$ cat config.mk
export PLATFORM = sky130hd
export DESIGN_NAME = gal_olmc_bank
export DESIGN_NICKNAME = d
export VERILOG_FILES = /design/src/rtl/gal_olmc_bank.sv
export SDC_FILE = /design/constraint.sdc
export NUM_CORES = 1
export LEC_CHECK = 0
export BUFFER_PORTS_ARGS = -buffer_cell sky130_fd_sc_hd__buf_2
export CORE_MARGIN = 3
export CORE_UTILIZATION = 32
export DETAILED_ROUTE_END_ITERATION = 8
export GPL_TIMING_DRIVEN = 0
export PLACE_DENSITY_LB_ADDON = 0.05
export SYNTH_ARGS = -nofsm -noshare
export SYNTH_HDL_FRONTEND = slang
export SYNTH_SLANG_ARGS = --single-unit
$ cat constraint.sdc
create_clock -name clk -period 3.26 [get_ports clk]
set_input_delay 0.489 -clock clk [delete_from_list [all_inputs] [get_ports clk]]
set_output_delay 0.489 -clock clk [all_outputs]
set_load 0.02 [all_outputs]
$ cat src/rtl/gal_olmc_bank.sv
// Bank of GAL-style output macrocells: per-channel 2-input function, polarity,
// and optional output register. Configuration is loaded through a serial shadow chain.
module gal_olmc_bank #(
    parameter int CHANNELS = 6,
    parameter int WIDTH    = 2,
    parameter int CFG_BITS = 5
) (
    input  logic                        clk,
    input  logic                        rst,
    input  logic [WIDTH-1:0]            a,
    input  logic [WIDTH-1:0]            b,
    input  logic                        ce,
    input  logic                        clr,
    input  logic                        cfg_en,
    input  logic                        cfg_din,
    input  logic                        cfg_commit,
    output logic                        cfg_ready,
    output logic                        cfg_err,
    output logic [CHANNELS*WIDTH-1:0]   m
);

    localparam int TOTAL = CHANNELS * CFG_BITS;
    localparam int CNT_W = $clog2(TOTAL + 1);
    localparam logic [CNT_W-1:0] CNT_FULL = CNT_W'(TOTAL);

    logic [TOTAL-1:0] shadow;
    logic [TOTAL-1:0] active;
    logic [CNT_W-1:0] cnt;

    assign cfg_ready = (cnt == CNT_FULL);

    // A commit sees the pre-shift shadow and count; a bit shifted in the same
    // cycle as an accepted commit is the first bit of the next load.
    always_ff @(posedge clk or posedge rst) begin
        if (rst) begin
            shadow  <= '0;
            active  <= '0;
            cnt     <= '0;
            cfg_err <= 1'b0;
        end else begin
            if (cfg_en) begin
                shadow <= {shadow[TOTAL-2:0], cfg_din};
            end
            if (cfg_commit && cfg_ready) begin
                active <= shadow;
                cnt    <= cfg_en ? CNT_W'(1) : '0;
            end else begin
                if (cfg_commit) begin
                    cfg_err <= 1'b1;
                end
                if (cfg_en && (cnt != CNT_FULL)) begin
                    cnt <= cnt + 1'b1;
                end
            end
        end
    end

    for (genvar k = 0; k < CHANNELS; k++) begin : g_ch
        logic             inv;
        logic             is_reg;
        logic [2:0]       op;
        logic [WIDTH-1:0] f;
        logic [WIDTH-1:0] d;
        logic [WIDTH-1:0] q;

        assign {inv, is_reg, op} = active[k*CFG_BITS +: CFG_BITS];

        // Op 7 feeds back the registered q, so it never forms a combinational loop.
        always_comb begin
            f = '0;
            case (op)
                3'd0:    f = '0;
                3'd1:    f = a & b;
                3'd2:    f = a | b;
                3'd3:    f = a ^ b;
                3'd4:    f = ~(a & b);
                3'd5:    f = ~(a | b);
                3'd6:    f = ~a;
                default: f = q ^ a;
            endcase
        end

        assign d = f ^ {WIDTH{inv}};

        always_ff @(posedge clk or posedge rst) begin
            if (rst) begin
                q <= '0;
            end else if (clr) begin
                q <= '0;
            end else if (ce) begin
                q <= d;
            end
        end

        assign m[k*WIDTH +: WIDTH] = is_reg ? q : d;
    end

endmodule

After elaboration in Yosys (flattened, before gate mapping):

Cells that the tools add are included.

* register bits: 78
* input port bits: 11
* output and inout port bits: 14
* word-level logic and storage cells: 106

* add/sub/neg operators: 1
* equal/unequal tests: 38
* muxes and demuxes: 27
* bitwise operators: 19
* reductions and logical operators: 11

Operators with widths (number)
* $pmux W2 S7: 6
* $eq A3 B3 Y1 const B: 18
* $eq A3 B2 Y1 const B: 12
* $mux W2: 18
* $xor A2 B2 Y2: 13
* $eq A3 B1 Y1 const B: 6
* $logic_not A3 Y1: 6
* $mux W5: 2
* $not A2 Y2: 3
* $add A5 B1 Y5 const B: 1
* $eq A5 B5 Y1 const B: 1
* $ne A5 B5 Y1 const B: 1
* $reduce_bool A2 Y1: 2
* $and A2 B2 Y2: 1
* $logic_and A1 B1 Y1: 2
* $or A2 B2 Y2: 1
* $reduce_and A2 Y1: 1
* $mux W1: 1
* $not A1 Y1: 1

Depth between registers and ports, before layout:

Gate-level depths: netlist (run 1).

* depth after elaboration: 6
* depth in mapped cells: 9
* depth with buffers taken out: 7

Worst setup path before layout (run 1):

No wires, ideal clock.

* path kind: input-to-output
* start point: input port a[1]
* end point: output port m[1]
* arrival time: 2.378 ns
* required time: 2.771 ns
* path slack: 0.393 ns
* cell stages on the path: 8
* buffers on the path: 2
* cell sequence: buf_4 buf_4 inv_1 ha_1 and3_1 nor4_2 a2111oi_0 nor3_1

* cells in the longest elaborated chain, start to end: 5
* elaborated cells between the ends (all ways): 10
* those cells by class: mux: 2; bitwise: 8

Ends and longest elaborated chain
* from (decl): line 10 `input logic [WIDTH-1:0] a,`
* $or A2 B2 Y2 or $and A2 B2 Y2 (tied branches)
* $not A2 Y2 (on tied branches): line 77, 76
* $pmux W2 S7 *: line 71 `case (op)`
* $xor A2 B2 Y2 *: line 83 `assign d = f ^ {WIDTH{inv}};`
* $mux W2 *: line 95 `assign m[k*WIDTH +: WIDTH] = is_reg ? q : d;`
* to (decl): line 19 `output logic [CHANNELS*WIDTH-1:0] m`

Mark *: on every way between the ends. The rest lies on a longest branch, timed or not.

Worst setup path in the final report (run 1):

* start point: input port a[1]
* end point: output port m[3]

The elaborated chain is that of the path after synthesis.

==> results of run 1 <==
worst paths after layout:
check | slack, ns | end
worst max-delay path | 0.17 | m[3]
worst min-delay path | 0.08 | cnt[1]
worst max register to register | 1.34 | active[15]
worst min register to register | 0.46 | cfg_err
max in group asynchronous | 2.61 | g_ch[2].q[1]
min in group clk | 0.38 | shadow[0]
cell usage in the layout (no fill, tap or decap), types with 18 or more instances in the layout:
cell type | synthesis | layout
dfrtp_1 | 78 | 78
buf_2 | 21 | 43
o21ai_0 | 38 | 38
mux2_2 | 35 | 35
mux2_1 | 27 | 27
nand3_1 | 22 | 22
nor3b_1 | 22 | 22
nor2_1 | 21 | 21
inv_1 | 20 | 19
o21a_1 | 18 | 18
routing by layer:
metal  vias to the layer above  track usage  routed length (um)
met4                         0       0.0589                 277
met2                       101        0.255                6320
met5                         -            0                   0
met1                      2086        0.206                6430
li1                       2043            -                   -
met3                        19       0.0283                 497
cell families (layout without fill, tap and decap cells):
kind of cell | after synthesis | after routing
compound gates | 151 | 151
simple gates | 147 | 147
flops | 78 | 78
mux | 64 | 64
buf+inv | 59 | 98
xor+xnor | 12 | 12
fa+ha+maj | 6 | 6
report_power, final:
group / leakage, nW / internal, mW / total, mW / switching, mW
Combinational: 1.42 / 0.470 / 1.04 / 0.572
Clock: 0.177 / 0.826 / 1.23 / 0.403
Sequential: 1.02 / 1.21 / 1.40 / 0.187
Total: 2.62 / 2.51 / 3.67 / 1.16
worst register-to-register path: stages (launching register included):
cell and delay (ns):
dfrtp_1 0.43, inv_1 0.08, ha_1 0.20, nand4_2 0.22
inv_2 0.15, nand2_2 0.17, buf_6 0.21, mux2_1 0.32
stage by stage:
step,instances,TNS (ns),utilization,instance area (um^2)
2_1_floorplan,517,0,-,5190
3_3_place_gp,751,-32.28,0.359,5570
3_5_place_dp,752,-0.191,0.361,5600
4_1_cts,767,0,0.384,5970
5_1_grt,767,0,0.385,5980
6_report,767,0,0.385,5980
registers in the layout, summed over array words and instances, names as in the netlist:
name / cells
shadow: 30
cnt: 5
active: 30
g_ch.q: 12
cfg_err: 1
cell type report:
class | count | area share
multi-input cells | 380 | 0.496
plain buffers | 37 | 0.0350
clock inverters | 6 | 0.0224
well taps | 211 | 0.0442
clock buffers | 10 | 0.0383
repair buffers | 24 | 0.0239
inverters | 21 | 0.0136
flip-flops and latches | 78 | 0.327
repair_timing:
item                                    CTS  global route
pin swaps                                 0             1
hold buffers                              0             0
gates resized for setup                   2             1
endpoints found under the setup margin    3             1
==> flow_metrics.py, run 1 <==
metrics = {
    "grt": {
        "antenna_found_initial": 0,
        "grt_use_total": 0.156,
        "grt_overflow_total": 0,
        "grt_pass1_vias": 4079,
        "grt_pass1_wl_um": 21900,
        "grt_max_degree": 64,
    },
    "timing": {
        "setup_ws_ns": 0.171,
        "fin_crit_sh": 0.948,
        "rsz0062_at_grt": "no",
        "slew_violations": 0,
        "relSlewSlack": 0.481,
        "setup_viol": 0,
        "fin_crit_ns": 3.09,
        "hold_viol": 0,
        "worstMarginPinSlew_ns": 0.779,
        "fmax_mhz": 324,
        "holdWs_ns": 0.0775,
        "clock_skew_ns": 0.00575,
    },
    "power": {
        "pwr_density_cell_mw_per_mm2": 614,
        "p_leak_nw": 2.62,
        "power.total_mw": 3.67,
        "ir_drop_mv": 0.280,
    },
    "route": {
        "vias": 4249,
        "first_iter_violations": 270,
        "wl_per_cell_um": 17.6,
        "via_per_inst": 5.54,
        "drc": 0,
        "drtAntennaViolNets": 0,
        "routed_wirelength_um": 13500,
        "drt_pass1_iterations": 5,
    },
    "synthesis": {
        "synth-async-reset-ratio": 1.00,
        "yosysMostFrequentCell": "dfrtp_1",
        "synth_compound_area_frac": 0.225,
        "ys_seq_area_frac": 0.376,
        "ys_seq_elements": 78,
        "synth_ff_type": "dfrtp_1",
        "netlist.area_leader.share": 0.376,
        "ys.warnings.count": 0,
        "synthAdderAreaFrac": 0.0145,
        "synth_xor_area_frac": 0.0202,
        "syn_area_mm2": 0.00519,
        "synth_top_family_by_area": "compound AO/OA/AOI/OAI gates",
        "synth.distinct_cells": 64,
        "yosysTopAreaCell": "dfrtp_1",
        "synth_commonest_cells": "dfrtp_1, o21ai_0, mux2_2",
        "syn_inst": 517,
        "synthTopCellsByArea": "dfrtp_1, mux2_2, mux2_1",
        "synth.area.mux_share": 0.139,
        "synth-simple-area-share": 0.170,
        "postSynthAreaPerCell_um2": 10.0,
        "synth_edf_count": 0,
        "synth_nets": 534,
    },
    "cells_and_area": {
        "syn_to_final_growth_pct": 15.1,
        "regArea_mm2": 0.00195,
        "multi_input_area_mm2": 0.00296,
        "fillCellCount": 1615,
        "drive_gt1_frac": 0.221,
        "antenna_cells": 0,
        "finalNetCount": 568,
    },
    "min_path": {
        "hold_path.class": "input pin to asynchronous set/reset pin",
    },
    "worst_setup_path": {
        "slowest_stage": "o21ai_0",
        "r2r_cells": 7,
        "cp.required_ns": 2.77,
        "end_kind": "output port",
        "crit_type": "input pin to output port",
        "crit_top_cell": "buf_2",
        "startpoint_type": "input pin",
        "crit_family": "buffers and inverters",
        "slowest_delay_ns": 0.30,
        "path_depth": 11,
        "path_max_fanout": 10,
        "worstSetupStartpoint": "a[1]",
        "reg2reg_from": "cnt[0]",
        "cp_cell_sequence": "buf_2, buf_4, buf_6, inv_1, ha_2, buf_2, and2_1, o21ai_0, o21ai_0, nor3_1, buf_2",
        "arrival_ns": 2.60,
        "critPathBufInv": 6,
    },
    "floorplanning": {
        "fp.dieH_um": 133,
        "initial_core_util": 0.334,
        "die_w_um": 133,
        "core_mm2": 0.0155,
        "dieArea_mm2": 0.0178,
        "ios": 25,
        "floorplan.rows": 45,
    },
    "clock_network": {
        "cts_tree": "done",
        "clock_latency_ns": 0.34,
        "post_cts_buffers": 0,
        "cts.sinks": 78,
        "cts_buffer_depth": 2,
        "cts_max_level": 3,
        "cts_root_buf": "clkbuf_16",
        "path_clk_slew_ns": 0.06,
        "cts_made_buffers": 9,
    },
    "placement": {
        "pre_cts_slack_ns": -0.116,
        "place_congestion": 0.877,
        "dp_hpwl_um": 9790,
        "io_buffers": 23,
    },
    "outcome": {
        "status": "finished, final reports clean",
    },
    "flow_run": {
        "cap_viol_max_count": 0,
    },
}
(Power assumes the default switching activity.)
==> run 2, diff against run 1 <==
CTS_CLUSTER_DIAMETER = 100   (was not set)
clock period = 3.76 ns   (was 3.26 ns; I/O delays follow)
==> run 2 against run 1 <==
Routed wire length increased by 0.73%. Global-route usage increased by 0.14 points. Sequential cell count did not move. Via count decreased by 0.82%. Sequential power decreased by 14%. Final cell count increased by 0.13%. Utilization shrank 0.064 points. Register-to-register slack improved by 0.50 ns. Critical path type unchanged. Non-clock buffer count increased by 1. Clock skew hardly changed. Largest cell class unchanged. Cell area is 0.17% lower.
==> flow_metrics.py, run 2 (synthesis gave the netlist of run 1 again) <==
metrics = {
    "grt": {
        "grt_max_degree": 64,
        "grt_pass1_wl_um": 22000,
        "antenna_found_initial": 0,
        "grt_use_total": 0.157,
        "grt_overflow_total": 0,
        "grt_pass1_vias": 4084,
    },
    "placement": {
        "io_buffers": 23,
        "dpl_cell_area_mm2": 0.00560,
        "place_congestion": 0.877,
        "dp_hpwl_um": 9790,
        "pre_cts_slack_ns": 0.234,
    },
    "worst_setup_path": {
        "crit_family": "simple AND/OR/NAND/NOR gates",
        "r2r_slack_ns": 1.84,
        "slowest_stage": "ha_1",
        "startpoint_type": "input pin",
        "cp_cell_sequence": "buf_2, buf_4, buf_4, inv_1, ha_1, and3_1, nor4_2, a2111oi_0, nor3_1, buf_2",
        "crit_type": "input pin to output port",
        "critPathBufInv": 5,
        "cp.required_ns": 3.20,
        "end_kind": "output port",
        "arrival_ns": 2.96,
        "path_max_fanout": 10,
        "slowest_delay_ns": 0.46,
    },
    "route": {
        "topRoutingLayerUsed": "met4",
        "via_per_inst": 5.49,
        "vias": 4214,
        "routed_wirelength_um": 13600,
        "m1WireLength_um": 6530,
        "first_iter_violations": 319,
        "wl_per_cell_um": 17.7,
        "drt_pass1_iterations": 5,
        "wl_met3_um": 421,
        "drc": 0,
        "drtAntennaViolNets": 0,
        "met2_wirelength_um": 6450,
    },
    "timing": {
        "fin_crit_ns": 3.52,
        "fin_crit_sh": 0.936,
        "relSlewSlack": 0.500,
        "setup_ws_ns": 0.240,
        "slew_violations": 0,
        "final.setup.tns_ns": 0,
        "setup_viol": 0,
        "hold_viol": 0,
        "rsz0062_at_grt": "no",
        "worstMarginPinSlew_ns": 0.750,
        "clock_skew_ns": 0.00574,
        "fmax_mhz": 284,
    },
    "clock_network": {
        "postCtsHoldBufs": 0,
        "path_clk_slew_ns": 0.06,
        "cts_tree": "done",
        "cts.repair.resized": 0,
        "cts_made_buffers": 9,
        "cts_root_buf": "clkbuf_16",
        "cts.sinks": 78,
        "clock_latency_ns": 0.34,
        "cts_buffer_depth": 2,
        "cts_max_level": 3,
        "post_cts_buffers": 0,
    },
    "outcome": {
        "status": "finished, final reports clean",
    },
    "cells_and_area": {
        "reg_top3": "active: 30 flops, shadow: 30 flops, g_ch.q: 12 flops",
        "antenna_cells": 0,
        "post-route-cell-area_mm2": 0.00597,
        "syn_to_final_growth_pct": 14.9,
        "final_cell_mix": "dfrtp_1, buf_2, o21ai_0",
        "fillCellCount": 1616,
        "final_common_cell": "dfrtp_1",
        "finalNetCount": 569,
        "drive_gt1_frac": 0.221,
    },
    "power": {
        "ir_drop_mv": 0.243,
        "p_leak_nw": 2.62,
        "pwr_density_cell_mw_per_mm2": 533,
    },
    "floorplanning": {
        "core_mm2": 0.0155,
        "ios": 25,
        "fp.dieH_um": 133,
        "initial_core_util": 0.334,
        "dieArea_mm2": 0.0178,
        "floorplan.rows": 45,
        "die_w_um": 133,
    },
    "flow_run": {
        "cap_viol_max_count": 0,
    },
    "min_path": {
        "hold_path.class": "input pin to asynchronous set/reset pin",
    },
}
[run 2: cell count changes in the layout (fill, tap and decap cells not counted)]
cell    previous run  this run
buf_4              2         3
nor4_2             0         1
buf_6              5         4
nor4_4             1         0
buf_2             43        44
ha_1               5         6
ha_2               1         0
[run 2: cell type report]
cell class                      instances  area [um^2]  area share
Inverter                               21         81.3      0.0136
Sequential cell                        78         1950       0.327
Clock buffer                           10          229      0.0384
Tap cell                              211          264      0.0443
Clock inverter                          6          134      0.0224
Timing Repair Buffer                   24          143      0.0239
Buffer                                 38          210      0.0352
Multi-Input combinational cell        380         2950       0.495
[run 2: stage by stage]
step / util / power (mW) / hold slack (ns) / cells
2_1_floorplan: - / 1.86 / 0.471 / 517
3_3_place_gp: 0.359 / 2.12 / 0.438 / 751
3_5_place_dp: 0.361 / 2.14 / 0.448 / 752
4_1_cts: 0.384 / 3.22 / 0.146 / 768
5_1_grt: 0.384 / 3.38 / 0.158 / 768
6_report: 0.384 / 3.18 / 0.152 / 768
[run 2: report_power, final]
part / switching, mW / internal, mW / total (mW)
Sequential: 0.162 / 1.05 / 1.21
Combinational: 0.495 / 0.404 / 0.900
Clock: 0.349 / 0.716 / 1.07
[run 2: worst paths after layout]
| kind | startpoint | endpoint | cells past startpoint |
|---|---|---|---|
| setup / recovery | a[1] | m[1] | 10 |
| hold / removal | rst | cnt[1] | 2 |
| setup reg to reg | cnt[0] | active[15] | 7 |
| hold reg to reg | cfg_err | cfg_err | 1 |
| max in group asynchronous | rst | g_ch[2].q[1] | 3 |
| min in group clk | cfg_din | shadow[0] | 2 |
[run 2: layer usage]
layer / track usage / vias to the layer above
met5: 0 / -
met4: 0.0589 / 0
met3: 0.0283 / 15
met2: 0.258 / 86
met1: 0.207 / 2070
li1: - / 2043
==> run 3, diff against run 2 <==
BUFFER_PORTS_ARGS = not set   (was -buffer_cell sky130_fd_sc_hd__buf_2)
DONT_BUFFER_PORTS = 1   (was not set)
==> run 3 against run 2 <==
Die area unchanged. Critical path depth fell by 2. Clock skew is essentially flat. Largest cell class unchanged. Largest power group unchanged.
==> flow_metrics.py, run 3 (synthesis gave the netlist of run 1 again) <==
metrics = {
    "outcome": {
        "status": "finished, final reports clean",
    },
    "placement": {
        "place_congestion": 0.855,
        "io_buffers": 0,
        "dp_hpwl_um": 10000,
        "dpl_cell_area_mm2": 0.00549,
    },
    "clock_network": {
        "cts_tree": "done",
        "cts_buffer_depth": 2,
        "clock_latency_ns": 0.34,
        "post_cts_buffers": 0,
        "cts.sinks": 78,
        "postCtsHoldBufs": 0,
        "cts_root_buf": "clkbuf_16",
        "cts_made_buffers": 9,
        "path_clk_slew_ns": 0.06,
        "cts.repair.resized": 0,
        "cts_max_level": 3,
    },
    "cells_and_area": {
        "fin_util": 0.375,
        "final_common_cell": "dfrtp_1",
        "antenna_cells": 0,
        "regArea_mm2": 0.00195,
        "syn_to_final_growth_pct": 12.2,
        "reg_top3": "active: 30 flops, shadow: 30 flops, g_ch.q: 12 flops",
        "fillCellCount": 1584,
        "drive_gt1_frac": 0.187,
        "final_cell_mix": "dfrtp_1, o21ai_0, mux2_2",
        "multi_input_area_mm2": 0.00295,
        "post-route-cell-area_mm2": 0.00583,
        "finalNetCount": 546,
    },
    "floorplanning": {
        "die_w_um": 133,
        "ios": 25,
        "fp.dieH_um": 133,
        "initial_core_util": 0.334,
        "floorplan.rows": 45,
        "dieArea_mm2": 0.0178,
        "core_mm2": 0.0155,
    },
    "flow_run": {
        "cap_viol_max_count": 0,
    },
    "timing": {
        "rsz0062_at_grt": "no",
        "relSlewSlack": 0.427,
        "setup_viol": 0,
        "final.setup.tns_ns": 0,
        "hold_viol": 0,
        "fmax_mhz": 275,
        "holdWs_ns": 0.0598,
        "slew_violations": 0,
        "fin_crit_ns": 3.63,
        "clock_skew_ns": 0.00585,
        "fin_crit_sh": 0.965,
        "worstMarginPinSlew_ns": 0.853,
    },
    "grt": {
        "grt_overflow_total": 0,
        "grt_use_total": 0.162,
        "antenna_found_initial": 0,
        "grt_max_degree": 57,
        "grt_pass1_vias": 4255,
        "grt_pass1_wl_um": 22900,
    },
    "worst_setup_path": {
        "arrival_ns": 3.07,
        "startpoint_type": "input pin",
        "end_kind": "output port",
        "cp.required_ns": 3.20,
        "path_max_fanout": 10,
        "crit_type": "input pin to output port",
    },
    "route": {
        "wl_per_cell_um": 18.8,
        "first_iter_violations": 289,
        "via_per_inst": 5.71,
        "drt_pass1_iterations": 6,
        "routed_wirelength_um": 14000,
        "vias": 4254,
        "drtAntennaViolNets": 0,
        "drc": 0,
    },
    "power": {
        "power.total_mw": 3.07,
        "pwr_density_cell_mw_per_mm2": 528,
        "ir_drop_mv": 0.218,
        "p_leak_nw": 2.49,
    },
    "min_path": {
        "hold_path.class": "input pin to asynchronous set/reset pin",
    },
}
[run 3: changes by cell type in the layout (fill, tap and decap cells not counted), sizes merged]
cell	change
clkinvlp	+2
clkinv	-1
bufinv	-1
buf	-23
[run 3: through the flow]
| stage | setup slack [ns] | std cells |
|---|---|---|
| after floorplan | 0.743 | 517 |
| after global placement | 0.104 | 728 |
| after detailed placement | 0.110 | 729 |
| after CTS | 0.113 | 745 |
| after global routing | 0.0235 | 745 |
| final | 0.130 | 745 |
[run 3: worst paths after layout]
check / endpoint / slack (ns) / depth (start not counted) / start
max in group asynchronous: g_ch[5].q[0] / 3.10 / 2 / rst
min: cnt[2] / 0.06 / 1 / rst
max reg2reg: active[16] / 1.74 / 7 / cnt[0]
min in group clk: cfg_err / 0.34 / 1 / cfg_commit
max: m[1] / 0.13 / 8 / a[1]
min reg2reg: active[7] / 0.50 / 1 / shadow[7]
[run 3: routing by layer]
metal | global-route usage | up-vias | routed length, um
li1 | - | 2002 | -
met1 | 0.208 | 2142 | 6470
met2 | 0.272 | 86 | 6820
met3 | 0.0261 | 24 | 379
met4 | 0.0674 | 0 | 341
met5 | 0 | - | 0
[run 3: power breakdown]
part	internal (mW)	switching [mW]	total, mW
clock network	0.648	0.357	1.00
registers	1.05	0.165	1.22
logic	0.364	0.490	0.854
total	2.06	1.01	3.07
[run 3: cell type report]
cell class / instances / area share
multi-input cells: 380 / 0.507
clock inverters: 6 / 0.0189
well taps: 211 / 0.0453
plain buffers: 38 / 0.0361
clock buffers: 10 / 0.0393
flip-flops and latches: 78 / 0.335
inverters: 21 / 0.0140
repair buffers: 1 / 0.00472
[run 3: worst max-delay path: stages]
cell	delay (ns)
buf_4	0.20
buf_4	0.24
inv_1	0.06
ha_1	0.46
and3_1	0.27
nor4_2	0.44
a2111oi_0	0.19
nor3_1	0.64
